--- src/rtl/bcd_display_scanner.sv ---
// Scans a sign + 3-digit BCD word onto a 4-digit common-anode 7-segment display.
// Optional leading-zero blanking when LZ_BLANK_EN is defined.
module bcd_display_scanner #(
    parameter int unsigned REFRESH_DIV = 50000,
    parameter int unsigned CNT_W       = 16
) (
    input  logic        clk,
    input  logic        resetN,
    input  logic [12:0] bcdIn,
    input  logic        loadEn,
    output logic [6:0]  seg,
    output logic [3:0]  an,
    output logic        frameDone
);

    typedef enum logic [1:0] {
        DIG_ONES  = 2'd0,
        DIG_TENS  = 2'd1,
        DIG_HUNDS = 2'd2,
        DIG_SIGN  = 2'd3
    } digit_e;

    localparam logic [CNT_W-1:0] REF_LAST   = CNT_W'(REFRESH_DIV - 1);
    localparam logic [6:0]       SEG_BLANK  = 7'b1111111;
    localparam logic [6:0]       SEG_MINUS  = 7'b0111111;

    logic [12:0]      data_q, data_d;
    logic [CNT_W-1:0] ref_cnt_q, ref_cnt_d;
    digit_e           digit_q, digit_d;
    logic [6:0]       seg_q, seg_d;
    logic [3:0]       an_q, an_d;
    logic             frame_done_q, frame_done_d;
    logic             wrap;
    logic [6:0]       hunds_seg, tens_seg;

    function automatic logic [6:0] decode_nibble(input logic [3:0] n);
        logic [6:0] s;
        case (n)
            4'd0:    s = 7'b1000000;
            4'd1:    s = 7'b1111001;
            4'd2:    s = 7'b0100100;
            4'd3:    s = 7'b0110000;
            4'd4:    s = 7'b0011001;
            4'd5:    s = 7'b0010010;
            4'd6:    s = 7'b0000010;
            4'd7:    s = 7'b1111000;
            4'd8:    s = 7'b0000000;
            4'd9:    s = 7'b0010000;
            default: s = 7'b0000110;
        endcase
        return s;
    endfunction

    always_comb begin
        data_d    = loadEn ? bcdIn : data_q;
        wrap      = (ref_cnt_q == REF_LAST);
        ref_cnt_d = wrap ? '0 : ref_cnt_q + CNT_W'(1);

        digit_d = digit_q;
        if (wrap) begin
            case (digit_q)
                DIG_ONES:  digit_d = DIG_TENS;
                DIG_TENS:  digit_d = DIG_HUNDS;
                DIG_HUNDS: digit_d = DIG_SIGN;
                default:   digit_d = DIG_ONES;
            endcase
        end

`ifdef LZ_BLANK_EN
        hunds_seg = (data_q[11:8] == 4'd0) ? SEG_BLANK : decode_nibble(data_q[11:8]);
        tens_seg  = (data_q[11:8] == 4'd0 && data_q[7:4] == 4'd0)
                    ? SEG_BLANK : decode_nibble(data_q[7:4]);
`else
        hunds_seg = decode_nibble(data_q[11:8]);
        tens_seg  = decode_nibble(data_q[7:4]);
`endif

        // Outputs follow the pre-edge digit index, so each digit is held exactly REFRESH_DIV cycles.
        an_d  = '1;
        seg_d = SEG_BLANK;
        case (digit_q)
            DIG_ONES: begin
                an_d  = 4'b1110;
                seg_d = decode_nibble(data_q[3:0]);
            end
            DIG_TENS: begin
                an_d  = 4'b1101;
                seg_d = tens_seg;
            end
            DIG_HUNDS: begin
                an_d  = 4'b1011;
                seg_d = hunds_seg;
            end
            default: begin
                an_d  = 4'b0111;
                seg_d = data_q[12] ? SEG_MINUS : SEG_BLANK;
            end
        endcase

        frame_done_d = wrap && (digit_q == DIG_SIGN);
    end

    always_ff @(posedge clk or negedge resetN) begin
        if (!resetN) begin
            data_q       <= '0;
            ref_cnt_q    <= '0;
            digit_q      <= DIG_ONES;
            seg_q        <= '1;
            an_q         <= '1;
            frame_done_q <= 1'b0;
        end else begin
            data_q       <= data_d;
            ref_cnt_q    <= ref_cnt_d;
            digit_q      <= digit_d;
            seg_q        <= seg_d;
            an_q         <= an_d;
            frame_done_q <= frame_done_d;
        end
    end

    assign seg       = seg_q;
    assign an        = an_q;
    assign frameDone = frame_done_q;

endmodule

--- config.mk ---
export PLATFORM = sky130hd
export DESIGN_NAME = bcd_display_scanner
export DESIGN_NICKNAME = d
export VERILOG_FILES = /design/src/rtl/bcd_display_scanner.sv
export SDC_FILE = /design/constraint.sdc
export NUM_CORES = 1
export LEC_CHECK = 0
export ABC_AREA = 1
export CAP_MARGIN = 15
export CORE_UTILIZATION = 30
export DETAILED_ROUTE_END_ITERATION = 8
export GPL_TIMING_DRIVEN = 0
export HOLD_SLACK_MARGIN = 0.08
export SLEW_MARGIN = 20
export SYNTH_ARGS = -nofsm -noshare
export SYNTH_HDL_FRONTEND = slang
export SYNTH_SLANG_ARGS = --single-unit
--- constraint.sdc ---
create_clock -name clk -period 1.6 [get_ports clk]
set_input_delay 0.16 -clock clk [delete_from_list [all_inputs] [get_ports clk]]
set_output_delay 0.16 -clock clk [all_outputs]
set_load 0.05 [all_outputs]
==> Word level (Yosys, flattened, before mapping) <==
Memory sizes are Yosys's and may differ from the RTL's.
Cells that the tools add are included.
W data, S select, Z words.
{ "op_classes": {"n_eq_ne": 4, "n_lt_le_gt_ge": 0, "mul": 0, "n_bitwise": 0, "muxes": 5, "n_reduce_logical": 2, "addsub": 1, "div": 0, "shift": 0} }
{ "op_table": {"columns": ["op", "n"], "rows": [
  ["$pmux W7 S3", 1],
  ["$add A16 B1 Y16 const B", 1],
  ["$eq A16 B16 Y1 const B", 1],
  ["$mux W16", 1],
  ["$pmux W4 S3", 1],
  ["$mux W7", 1],
  ["$pmux W2 S3", 1],
  ["$eq A2 B2 Y1 const B", 2],
  ["$eq A2 B1 Y1 const B", 1],
  ["$logic_not A2 Y1", 1],
  ["$logic_and A1 B1 Y1", 1]
]} }
{ "totals": {"output_inout_bits": 12, "mem_bits_ro": 336, "register_bits": 43, "in_bits": 16, "elab_cells": 21, "ram_bits": 0, "latch_bits": 0, "n_memories": 3} }
{ "memory_table": {"columns": ["memory", "depth", "width", "rd", "rd_ports_with_merged_regs", "wr", "line", "text"], "rows": [
  ["(no name shown)", 16, 7, 1, 0, 0, "38", "case (n)"],
  ["(no name shown)", 16, 7, 1, 0, 0, "38", null],
  ["(no name shown)", 16, 7, 1, 0, 0, "38", null]
]} }

==> Depth between registers and ports, before layout <==
Gate-level depths: netlist (run 1).
{ "depth": {"word_depth": 2, "mapped_depth": 8, "depth_no_buf": 8} }

==> Least setup slack after synthesis (run 1) <==
No wires, ideal clock.
{ "synth_path": {"path_kind": "flip-flop to flip-flop", "start": "register digit_q[0]", "end": "register seg_q[6], in the netlist seg[6]", "slack_ns": 0.323, "path_buffers": 0, "arrival_time_ns": 1.210, "t_required_ns": 1.533, "period_less_slack_ns": 1.277, "stages_incl_launch_ff": 9, "setup_ns": 0.067, "cell_sequence": "dfrtp_1 inv_1 ha_1 inv_1 nor2_1 o211ai_1 nand2_1 nor2_1 nor2_1"} }
{ "synth_via": {"elab_chain_cells": 2, "elab_cells_between_ends": 4, "cone_classes": "eq/ne (2); mux (1); reduce/logical (1)"} }
{ "synth_rtl": {"columns": ["item", "line", "text"], "rows": [
  ["start: declaration", "29", "digit_e digit_q, digit_d;"],
  ["start signal: assignment", "114", "digit_q <= digit_d;"],
  ["$eq A2 B2 Y1, or another cell as far along", "81", "case (digit_q)"],
  ["$pmux W7 S3 (*)", "81", null],
  ["net seg_d[6]", "30", "logic [6:0] seg_q, seg_d;"],
  ["end signal: assignment", "115", "seg_q <= seg_d;"],
  ["end: declaration", "30", null]
]} }
Mark *: on every way through the listed nets, which the timed path passes. The rest lies on a longest branch.
A chain may end at the register's enable or synchronous reset.

==> Worst setup path after layout (run 1) <==
{ "layout_path": {"start": "register seg_q[6], in the netlist seg[6]", "end": "output seg[6]"} }
{ "layout_lines": {"columns": ["item", "line", "text"], "rows": [
  ["end: declaration", "11", "output logic [6:0] seg,"]
]} }
No word-level cell between the ends.

==> results.cfg, run 1 <==
[outcome]
outcome = completed

[synth]
synth_edf_count = 0
seq_area_frac_synth = 0.4305
synthesis.nets = 348
syn_area_per_cell_um2 = 8.299
ys_types = 27
synth-warning-count = 0
ys_ff_latch = 43
synth.cell_area_um2 = 2531
synth_flop_cell = dfrtp_1
synth_async_sr_flop_share = 1.000
synthCells = 305

[sta]
finalHoldViolations = 0
tightest_slew_ns = 0.5061
setup_violations = 0
slew_violations = 0
tns_ns = 0
grt_setup_unrepaired = false
period_needed_ns = 1.509
fmax_ghz = 0.6626
fin_skew_ns = 0.007387
finalCritPeriodShare = 0.9432
slew_headroom = 0.6626

[critical_path]
startpoint_type = register
critPathMaxStageDelay_ns = 0.54
path_buf_inv = 1
critical_path_required_ns = 1.44
crit_path_end_kind = output pin
crit_arrival_ns = 1.35
crit_chain = dlygate4sd2_1
slowest_stage = dfstp_2
cp_top_family = flip-flops
crit_fanout = 1
crit_type = register to output pin

[job]
max_cap_violations = 0

[grt]
grt_max_degree = 24
grt_usage = 0.1249
grt_overflow_total = 0
grt_pass1_wl_mm = 8.638
grt_antenna_before_repair = 0
first_global_vias = 1882

[floorplan]
initial_core_util = 0.3096
pin_count = 28
core-area_um2 = 8175
die-area_um2 = 8809
die_h_um = 93.86
die_w_um = 93.86
rows = 33

[finish]
layout_commonest_cell = nand2_1
layout.nets = 384
layout.cells.non_filler = 447
drive_gt1_frac = 0.1111
final_cell_mix = nand2_1, inv_1, nor2_1, dfrtp_1, ha_1
diodes = 0
area_growth_pct = 20.12

[clock_network]
cts.path.max_buffers = 2
cts_setup_buffers = 0
clkSlewWorstSetupHoldPaths_ns = 0.08
clock_sinks = 43
htree_num_levels = 2
clk-insertion-delay-late_ns = 0.29
tritoncts = done
clk_root_buffer_cell = clkbuf_8
numCtsBuffers = 5

[placement]
dp.final_hpwl_mm = 3.853
place.port_buffers = 27
gp_congestion = 0.8310
placed_cells = 438

[detailed_routing]
drt_iter0_drc = 74
firstDrtPassIters = 4
met3_length_um = 178
viasPerCell = 4.407
met1_length_mm = 2.494
top_layer_used = met4
wl_mm = 4.978
drc = 0
wl_per_cell_um = 11.14
met2WireLength_mm = 2.254
ant_nets = 0
vias = 1970

[worst_hold_path]
hold_path.class = input port to async pin

[power_and_ir_drop]
p_leak_nw = 1.535
power.density_nw_per_um2 = 745.4
irDropWorstVdd_mv = 0.3125
[stage by stage]
step | instance area [um^2] | worst slack (ns) | hold slack, ns | utilization | total power, mW
finish | 3040 | 0.09087 | 0.3726 | 0.3719 | 2.266
detailed placement | 2955 | 0.09173 | 0.1633 | 0.3615 | 1.636
CTS | 3033 | 0.01900 | 0.3755 | 0.3710 | 2.304
global route | 3040 | 0.02222 | 0.4227 | 0.3719 | 2.399
floorplan | 2531 | 0.3226 | -0.1356 | - | 1.467
global placement | 2933 | -0.7716 | 0.4715 | 0.3587 | 1.621
[what timing repair did]
action,CTS,global route
endpoints found under the setup margin,11,2
resized for setup,11,4
hold buffers,1,0
endpoints found under the hold margin,11,0
[sequential cells by signal (all words and copies together) (netlist names)]
| signal | count |
|---|---|
| seg | 7 |
| an | 4 |
| ref_cnt_q | 16 |
| digit_q | 2 |
| frameDone | 1 |
| data_q | 13 |
[kinds of logic after synthesis]
kind of cell,after synthesis,share of synthesized area
buffers and inverters,49,0.07267
adders and majority gates,27,0.1335
muxes,1,0.004449
AOI/OAI and AO/OA,32,0.07019
DFF,43,0.4306
and+or+nand+nor,147,0.2679
xor gates and xnor gates,6,0.02076
[power breakdown]
| part | switching, mW | internal (mW) | total, mW |
|---|---|---|---|
| clock | 0.361 | 0.307 | 0.668 |
| sequential | 0.0428 | 1.16 | 1.20 |
| combinational | 0.259 | 0.138 | 0.397 |
| total | 0.663 | 1.60 | 2.27 |
[routing by layer]
layer	vias to the layer above	global-route usage
li1	1040	-
met1	890	0.1733
met2	36	0.1971
met3	4	0.01942
met4	0	0.04231
met5	-	0
[Yosys cell counts, types with 2 or more instances]
library cell | instances | area share
ha_1 | 27 | 0.13
nand2_1 | 65 | 0.096
nand3_1 | 23 | 0.045
o21ai_0 | 17 | 0.034
inv_2 | 2 | 0.0030
nand2_2 | 2 | 0.0049
o211ai_1 | 6 | 0.018
or2_2 | 3 | 0.0074
xor2_1 | 5 | 0.017
inv_1 | 44 | 0.065
nand3_2 | 3 | 0.012
nand3b_1 | 2 | 0.0059
nand4_1 | 8 | 0.020
dfstp_2 | 11 | 0.11
nor2_2 | 2 | 0.0049
a21oi_1 | 8 | 0.016
clkbuf_1 | 2 | 0.0030
nor2_1 | 35 | 0.052
dfrtp_1 | 32 | 0.32
[final cells by class]
type	instances	area (um^2)
Buffer	2	7.507
Tap cell	105	131.4
Inverter	47	176.4
Sequential cell	43	1090
Clock inverter	1	5.005
Timing Repair Buffer	29	291.5
Multi-Input combinational cell	213	1262
Clock buffer	7	76.32
Fill cell	841	5135
[final timing paths]
path,start,slack [ns],end,cells past startpoint
max,seg[6]$_DFF_PN1_,0.09,seg[6],1
min,resetN,0.37,ref_cnt_q[14]$_DFF_PN0_,2
max reg2reg,digit_q[1]$_DFFE_PN0N_,0.14,seg[6]$_DFF_PN1_,8
min reg2reg,ref_cnt_q[0]$_DFF_PN0_,0.48,ref_cnt_q[0]$_DFF_PN0_,1
max in group asynchronous,resetN,0.67,seg[6]$_DFF_PN1_,3
min in group clk,bcdIn[9],0.42,data_q[9]$_DFFE_PN0P_,3
(Power assumes the default switching activity.)
==> run 2, diff against run 1 <==
==> constraint.sdc (replaced) <==
create_clock -name clk -period 1.6 [get_ports clk]
set_input_delay 0.16 -clock clk [delete_from_list [all_inputs] [get_ports clk]]
set_output_delay 0.16 -clock clk [all_outputs]
set_load 0.005 [all_outputs]
==> run 2 against run 1 <==
  * Sequential share of layout area down 0.13 points
  * Largest power group unchanged
  * Design area up 0.37%
  * Count of clock-buffer cells in the layout unchanged
  * Sequential power about the same
  * Worst setup slack better by 0.028 ns
  * Cell count unchanged
==> results.cfg, run 2 (same netlist as run 1, synthesis figures left out) <==
[grt]
grt_antenna_before_repair = 0
grt_usage = 0.1248
grt_pass1_wl_mm = 8.625
grt_overflow_total = 0
grt_max_degree = 24
first_global_vias = 1880

[clock_network]
htree_num_levels = 2
clk-insertion-delay-late_ns = 0.29
numCtsBuffers = 5
clk_root_buffer_cell = clkbuf_8
clkSlewWorstSetupHoldPaths_ns = 0.08
tritoncts = done
clock_sinks = 43
cts_setup_buffers = 0
cts.path.max_buffers = 2

[floorplan]
core-area_um2 = 8175
rows = 33
die_w_um = 93.86
pin_count = 28
initial_core_util = 0.3096
die-area_um2 = 8809
die_h_um = 93.86

[detailed_routing]
wl_mm = 4.968
firstDrtPassIters = 4
wl_per_cell_um = 11.11
viasPerCell = 4.383
drt_iter0_drc = 74
drc = 0
vias = 1959
ant_nets = 0

[sta]
tightest_slew_ns = 0.5063
finalCritPeriodShare = 0.9256
fin_skew_ns = 0.007387
slew_headroom = 0.6625
grt_setup_unrepaired = false
period_needed_ns = 1.481
finalHoldViolations = 0
layout_setup_ws_ns = 0.1190
fmax_ghz = 0.6752
tns_ns = 0
setup_violations = 0
slew_violations = 0
holdWs_ns = 0.3727

[critical_path]
crit_path_end_kind = output pin
crit_fanout = 1
slowest_stage = dfstp_2
cp_top_family = flip-flops
path_buf_inv = 1
startpoint_type = register
crit_arrival_ns = 1.32
critPathMaxStageDelay_ns = 0.54
crit_type = register to output pin
crit_chain = clkdlybuf4s50_1
critical_path_required_ns = 1.44

[placement]
place.port_buffers = 27
placed_cells = 438
gp_congestion = 0.8310
dp.final_hpwl_mm = 3.853
pre_cts_ws_ns = 0.09173

[power_and_ir_drop]
power.density_nw_per_um2 = 719.7
total_power_mw = 2.196
p_leak_nw = 1.501
irDropWorstVdd_mv = 0.3049

[finish]
regMostFlops = ref_cnt_q
largest_reg_flops = 16
layout.nets = 384
diodes = 0
layout.cells.non_filler = 447
area_growth_pct = 20.56
layout_commonest_cell = nand2_1
final_cell_mix = nand2_1, inv_1, nor2_1, dfrtp_1, ha_1
drive_gt1_frac = 0.1111

[job]
max_cap_violations = 0

[outcome]
outcome = completed

[worst_hold_path]
hold_path.class = input port to async pin
## run 2: changes by cell type in the layout (fill, tap and decap cells not counted), sizes merged
cell           previous run  this run
dlymetal6s2s              1         0
clkdlybuf4s50            14        26
dlygate4sd2              11         0
## run 2: area by class of cell
type                            instances  area (um^2)
Fill cell                             841         5124
Clock inverter                          1        5.005
Inverter                               47        176.4
Tap cell                              105        131.4
Sequential cell                        43         1090
Multi-Input combinational cell        213         1262
Buffer                                  2        7.507
Clock buffer                            7        76.32
Timing Repair Buffer                   29        302.8
## run 2: metal layers
| layer | share of wire | wire [um] | vias up | track usage |
|---|---|---|---|---|
| li1 | - | - | 1040 | - |
| met1 | 0.50 | 2489 | 880 | 0.1728 |
| met2 | 0.45 | 2255 | 35 | 0.1971 |
| met3 | 0.035 | 172 | 4 | 0.01942 |
| met4 | 0.010 | 51 | 0 | 0.04231 |
| met5 | 0 | 0 | - | 0 |
## run 2: repair_timing
| item | 4_1_cts | 5_1_grt |
|---|---|---|
| gates resized for setup | 0 | 3 |
| hold buffers | 1 | 0 |
| setup endpoints to repair | 0 | 1 |
| endpoints found under the hold margin | 11 | 0 |
## run 2: worst paths after layout
path	from	end	slack [ns]	cells after the start
min in group clk	bcdIn[9]	data_q[9]$_DFFE_PN0P_	0.42	3
max in group asynchronous	resetN	seg[6]$_DFF_PN1_	0.67	3
hold reg to reg	ref_cnt_q[0]$_DFF_PN0_	ref_cnt_q[0]$_DFF_PN0_	0.48	1
hold / removal	resetN	ref_cnt_q[14]$_DFF_PN0_	0.37	2
setup / recovery	seg[6]$_DFF_PN1_	seg[6]	0.12	1
setup reg to reg	digit_q[1]$_DFFE_PN0N_	seg[6]$_DFF_PN1_	0.14	8
## run 2: per-stage QoR
stage,utilization,instance area (um^2)
after floorplan,-,2531
after global placement,0.3587,2933
after detailed placement,0.3615,2955
after CTS,0.3727,3047
after global routing,0.3733,3052
final,0.3733,3052
## run 2: report_power, final
part           internal, mW  switching, mW
registers              1.16         0.0438
clock network         0.307          0.361
logic                 0.156          0.170
total                  1.62          0.575
==> run 3, diff against run 2 <==
--- a/config.mk
+++ b/config.mk
@@ -11,6 +11,7 @@
 export DETAILED_ROUTE_END_ITERATION = 8
 export GPL_TIMING_DRIVEN = 0
 export HOLD_SLACK_MARGIN = 0.08
+export SETUP_SLACK_MARGIN = 0.5
 export SLEW_MARGIN = 20
 export SYNTH_ARGS = -nofsm -noshare
 export SYNTH_HDL_FRONTEND = slang
==> run 3 against run 2 <==
  * Die area stayed put
  * Critical path depth rose by 7
  * Combinational power grew 19%
  * Non-clock buffer count up 29
  * Count of clock-buffer cells in the layout did not move
  * Wire length up 11%
  * Register-to-register slack improved by 0.16 ns
  * Utilization grew 6.0 points
  * Sequential cell count stayed put
  * Clock skew shrank 0.0014 ns
  * Hold slack worse by 0.036 ns
  * Cell count up 6.5%
  * Critical path type is now register to register
  * Critical endpoint is now ref_cnt_q[4]$_DFF_PN0_
  * Largest cell class unchanged
  * Largest power group unchanged
==> results.cfg, run 3 (same netlist as run 1, synthesis figures left out) <==
[power_and_ir_drop]
total_power_mw = 2.374
p_leak_nw = 1.708
power.density_nw_per_um2 = 669.5
irDropWorstVdd_mv = 0.2920

[grt]
first_global_vias = 2001
grt_pass1_wl_mm = 9.425
grt_antenna_before_repair = 0
grt_usage = 0.1367
grt_max_degree = 26
grt_overflow_total = 0

[finish]
area_growth_pct = 40.09
multiInputGateArea_um2 = 1505
fill_cells = 798
layout_commonest_cell = nand2_1
seq_area_um2 = 1102
largest_reg_flops = 16
regMostFlops = ref_cnt_q
final_cell_mix = nand2_1, inv_1, nor2_1, buf_4, dfrtp_1
fin_util = 0.4337
diodes = 0
drive_gt1_frac = 0.3693
layout.nets = 413

[detailed_routing]
wl_per_cell_um = 11.54
vias = 2108
ant_nets = 0
drt_iter0_drc = 47
firstDrtPassIters = 4
drc = 0
viasPerCell = 4.429
wl_mm = 5.494

[critical_path]
startpoint_type = register
crit_path_end_kind = register
critical_path_required_ns = 1.79
crit_arrival_ns = 1.49
crit_type = register to register
crit_fanout = 7

[clock_network]
tritoncts = done
numCtsBuffers = 5
clock_sinks = 43
htree_num_levels = 2
clkSlewWorstSetupHoldPaths_ns = 0.08
clk_root_buffer_cell = clkbuf_8
clk-insertion-delay-late_ns = 0.30
cts.path.max_buffers = 2

[placement]
place.port_buffers = 27
gp_congestion = 0.7669
dp.final_hpwl_mm = 3.857
pre_cts_ws_ns = 0.1290

[sta]
layout_setup_ws_ns = 0.3043
slew_headroom = 0.7094
slew_violations = 0
finalHoldViolations = 0
tightest_slew_ns = 0.4359
fin_skew_ns = 0.005943
period_needed_ns = 1.296
setup_violations = 0
fmax_ghz = 0.7718
finalCritPeriodShare = 0.8098
grt_setup_unrepaired = true

[floorplan]
die_h_um = 93.86
initial_core_util = 0.3096
die-area_um2 = 8809
die_w_um = 93.86
core-area_um2 = 8175
pin_count = 28
rows = 33

[outcome]
outcome = completed

[job]
max_cap_violations = 0

[worst_hold_path]
hold_path.class = input port to async pin
## run 3: changes by cell type in the layout (fill, tap and decap cells not counted), sizes merged
| cell | before | now |
|---|---|---|
| buf | 2 | 42 |
| clkdlybuf4s15 | 0 | 1 |
| clkinvlp | 0 | 1 |
| clkdlybuf4s50 | 26 | 14 |
| clkinv | 2 | 1 |
## run 3: final timing paths
path	startpoint	endpoint	slack, ns	depth (start not counted)
worst max-delay path	ref_cnt_q[0]$_DFF_PN0_	ref_cnt_q[4]$_DFF_PN0_	0.30	8
worst min-delay path	resetN	data_q[6]$_DFFE_PN0P_	0.34	2
worst max register to register	ref_cnt_q[0]$_DFF_PN0_	ref_cnt_q[4]$_DFF_PN0_	0.30	8
worst min register to register	data_q[12]$_DFFE_PN0P_	seg[6]$_DFF_PN1_	0.49	3
max in group asynchronous	resetN	an[2]$_DFF_PN1_	0.71	3
min in group clk	bcdIn[9]	data_q[9]$_DFFE_PN0P_	0.41	3
## run 3: area by class of cell
cell class                      count  share of cell area
Clock buffer                        7             0.02717
Inverter                           47             0.05505
Tap cell                          105             0.03705
Timing Repair Buffer               58              0.1404
Buffer                              2            0.002823
Sequential cell                    43              0.3109
Clock inverter                      1            0.002117
Multi-Input combinational cell    213              0.4245
## run 3: metrics by stage
stage / hold slack, ns / area [um^2] / std cells / TNS (ns)
after floorplan: -0.1356 / 2666 / 305 / 0
after global placement: 0.4578 / 3068 / 437 / -28.49
after detailed placement: 0.1297 / 3083 / 438 / 0
after CTS: 0.3405 / 3416 / 469 / 0
after global routing: 0.3789 / 3546 / 476 / 0
final: 0.3368 / 3546 / 476 / 0
## run 3: report_power, final
part / leakage [nW] / switching, mW / internal (mW) / total (mW)
registers: 0.511 / 0.0577 / 1.16 / 1.22
clock network: 0.0505 / 0.377 / 0.393 / 0.769
logic: 1.15 / 0.193 / 0.194 / 0.387
## run 3: worst max-delay path: stages, from the launching register on
cell     delay (ns)
dfrtp_1        0.41
ha_4           0.18
nand2_2        0.05
inv_2          0.08
nand2_4        0.08
nor2_4         0.14
nand2_4        0.11
inv_4          0.10
nor2_1         0.05
## run 3: per-layer routing
metal  vias to the layer above  global-route usage  share of wire
li1                       1089                   -              -
met1                       988              0.1777           0.48
met2                        25              0.2275           0.48
met3                         6             0.02670          0.026
met4                         0             0.04231          0.013
met5                         -                   0              0
## run 3: repair_timing
| action | 4_1_cts | 5_1_grt |
|---|---|---|
| endpoints found under the hold margin | 12 | 0 |
| resized for setup | 77 | 29 |
| endpoints found under the setup margin | 46 | 33 |
| hold buffers | 1 | 0 |
| cloned | 0 | 0 |
| pin swaps | 25 | 16 |
| buffers inserted | 22 | 7 |
==> RTL change (config.mk and constraints of run 2) <==
Set the parameter `CNT_W` to 14 (it was 16).
--- a/src/rtl/bcd_display_scanner.sv
+++ b/src/rtl/bcd_display_scanner.sv
@@ -2,7 +2,7 @@
 // Optional leading-zero blanking when LZ_BLANK_EN is defined.
 module bcd_display_scanner #(
     parameter int unsigned REFRESH_DIV = 50000,
-    parameter int unsigned CNT_W       = 16
+    parameter int unsigned CNT_W       = 14
 ) (
     input  logic        clk,
     input  logic        resetN,
Function: no difference found for any inputs over 10 cycles, from zero or initial values and one cycle with resetN low; that may be too few to reach the edited logic, so the function may still have changed.
==> RTL change against run 2 <==
  * Final area decreased by 4.1%
  * Highest routed layer unchanged
  * Total power decreased by 3.4%
  * Synthesized area decreased by 4.4%
  * Via count decreased by 2.6%
  * Fmax increased by 1.8%
  * Critical endpoint is now seg[2]
  * Count of clock-buffer cells in the layout unchanged
  * Worst setup slack improved by 26 ps
  * Largest power group unchanged
  * Wire length decreased by 9.7%
  * Sequential cell count decreased by 2
  * Global-route usage decreased by 0.65 points
  * Clock power decreased by 3.3%
  * Worst hold slack got worse by 50 ps
==> RTL change: results (changes against run 2) <==
| Stage | Quantity | Value | Delta |
|:---|:---|:---|:---|
| finish | Number of fillers in the final layout | 819 | -2.6% |
| global route | Combined global-route utilization of all metal layers | 11.8% | -0.65 points |
| clocking | CTS max path bufs | 2 | unchanged |
| min path | Class of the tightest hold or removal check | in -> async |  |
| placed design | Gp weighted congestion | 0.863 | +3.8% |
| placed design | # port buffers | 27 | unchanged |
| yosys | Mapped Avg Cell Area | 8.01 µm² | -3.5% |
| yosys | Largest cells by area after synthesis | dfrtp_1 31%, ha_1 14%, nand2_1 12%, dfstp_2 12%, inv_1 7.4% |  |
| placed design | Pre-CTS worst setup slack | 71.6 ps | -20.1 ps |
| setup path | Largest delay share family, worst path | flip-flops |  |
| finish | Fin nets | 381 | -0.78% |
| setup path | Launching element type of the critical path | flip-flop |  |
| yosys | Syn Nets | 345 | -0.86% |
| routing | Via count normalized by instance count | 4.33 | -1.3% |
| finish | Flip-flop count of the largest register after layout | 14 | -2 |
| global route | Number of antenna violations at the first check in global routing | 0 | unchanged |
| global route | Maximum number of pins on one net before global-route repair | 27 | +13% |
| global route | Global-route wire length before repair | 8060 µm | -6.6% |
| finish | Diode count | 0 | unchanged |
| routing | Initial detailed-routing violation count | 93 | +26% |
| yosys | Main synth FF type | dfrtp_1 |  |
| routing | Average wire length per cell after detail routing | 10.2 µm | -8.5% |
| clocking | Count of H-tree levels built during CTS | 2 | unchanged |
| clocking | Root Buffer Master | clkbuf_8 |  |
| setup path | FF-to-FF setup slack | 170 ps | +30 ps |
| routing | Vias | 1908 | -2.6% |
| yosys | Number of distinct library cell variants in the gate-level netlist after synthesis | 23 | -15% |
| clocking | Clock latency of the later-clocked register in the worst-skew pair | 290 ps | about the same |
| status | Status | completed |  |
| clocking | Clock slew at the register clock pins of the worst setup and hold paths | 80 ps | about the same |
| finish | Register with the most flip-flops | ref_cnt_q |  |
| clocking | Setup fix buffers added after clock tree synthesis | 0 | unchanged |
| yosys | Ys async rst share | 100% | unchanged |
| finish | Share of post-route cells with drive strength above 1 | 10.3% | -0.79 points |
| setup path | Maximum single-stage delay on the critical path | 530 ps |  |
| yosys | Post-synth top cells | 79 x nand2_1, 48 x inv_1, 32 x nand3_1, 30 x dfrtp_1, 27 x ha_1 |  |
| clocking | Num CTS Buffers | 5 | unchanged |
| global route | Via count of the first global-routing pass | 1819 | -3.2% |
| sta | Fin Clk Skew | 10.3 ps | +2.88 ps |
| yosys | Share of the yosys chip area belonging to registers | 43.0% | -0.065 points |
| placed design | Placed insts | 432 | -1.4% |
| setup path | Critical-path maximum fanout | 1 | unchanged |
| yosys | Yosys synthesis warning count | 0 | unchanged |
| routing | Detailed Routing Iterations Pass 1 | 4 | unchanged |
| setup path | CP max stage cell | dfstp_2 |  |
| pwr | Worst-case vdd ir drop | 0.308 mV | +1.1% |
| setup path | Data arrival time of the critical path | 1290 ps | -30 ps |
| placed design | DP Wirelength | 3540 µm | -8.1% |
| sta | Least-Margin Pin Slew | 389 ps | -118 ps |
| pwr | Static Leak | 1.48 nW | -1.3% |
[RTL change: cell count changes after synthesis, moves of 4 or more]
cell      delta
o21ai_0      -4
nand3_1      +9
nand2_1     +14
o211ai_1     -4
inv_1        +4
nor2_1      -10
[RTL change: repair_timing]
| action | in CTS | in global routing |
|---|---|---|
| gates resized for setup | 0 | 3 |
| endpoints found under the setup margin | 0 | 1 |
| hold buffers | 1 | 0 |
| endpoints found under the hold margin | 15 | 0 |
[RTL change: cells by family after synthesis]
family                     synth area share, %
and+or+nand+nor                           28.2
AOI/OAI and AO/OA                         4.81
muxes                                    0.466
xor gates and xnor gates                  1.45
buffers and inverters                     8.12
DFF                                       43.0
adders and majority gates                 14.0
[RTL change: final timing paths]
path,from,to,cells after the start
worst max-delay path,seg[2],seg[2],1
worst min-delay path,resetN,ref_cnt_q[5],2
worst max register to register,digit_q[0],seg[6],8
worst min register to register,ref_cnt_q[0],ref_cnt_q[0],1
max in group asynchronous,resetN,seg[5],3
min in group clk,bcdIn[0],data_q[0],3
[RTL change: power by group]
| part | switching, W | internal, W |
|---|---|---|
| registers | 0.0000409 | 0.00111 |
| clock network | 0.000340 | 0.000306 |
| logic | 0.000174 | 0.000152 |
[RTL change: per-stage QoR]
stage,hold WS (ps),instance area (µm²)
finish,322,2930
floorplan,-136,2420
global placement,470,2820
global route,365,2930
detailed placement,107,2830
CTS,327,2920
[RTL change: routing by layer]
metal / part of all wire (%) / global-route usage (%) / vias up
li1: - / - / 1015
met1: 52 / 16.3 / 856
met2: 44 / 18.7 / 32
met3: 3.4 / 2.40 / 5
met4: 1.3 / 3.52 / 0
met5: 0 / 0 / -
[RTL change: cell type report]
type / count / area, µm² / share of cell area [%]
multi-input cells: 209 / 1190 / 40.6
plain buffers: 2 / 8.76 / 0.299
flip-flops and latches: 41 / 1040 / 35.5
clock buffers: 7 / 76.3 / 2.61
repair buffers: 29 / 295 / 10.1
inverters: 50 / 188 / 6.41
clock inverters: 1 / 5.00 / 0.171
well taps: 102 / 128 / 4.36
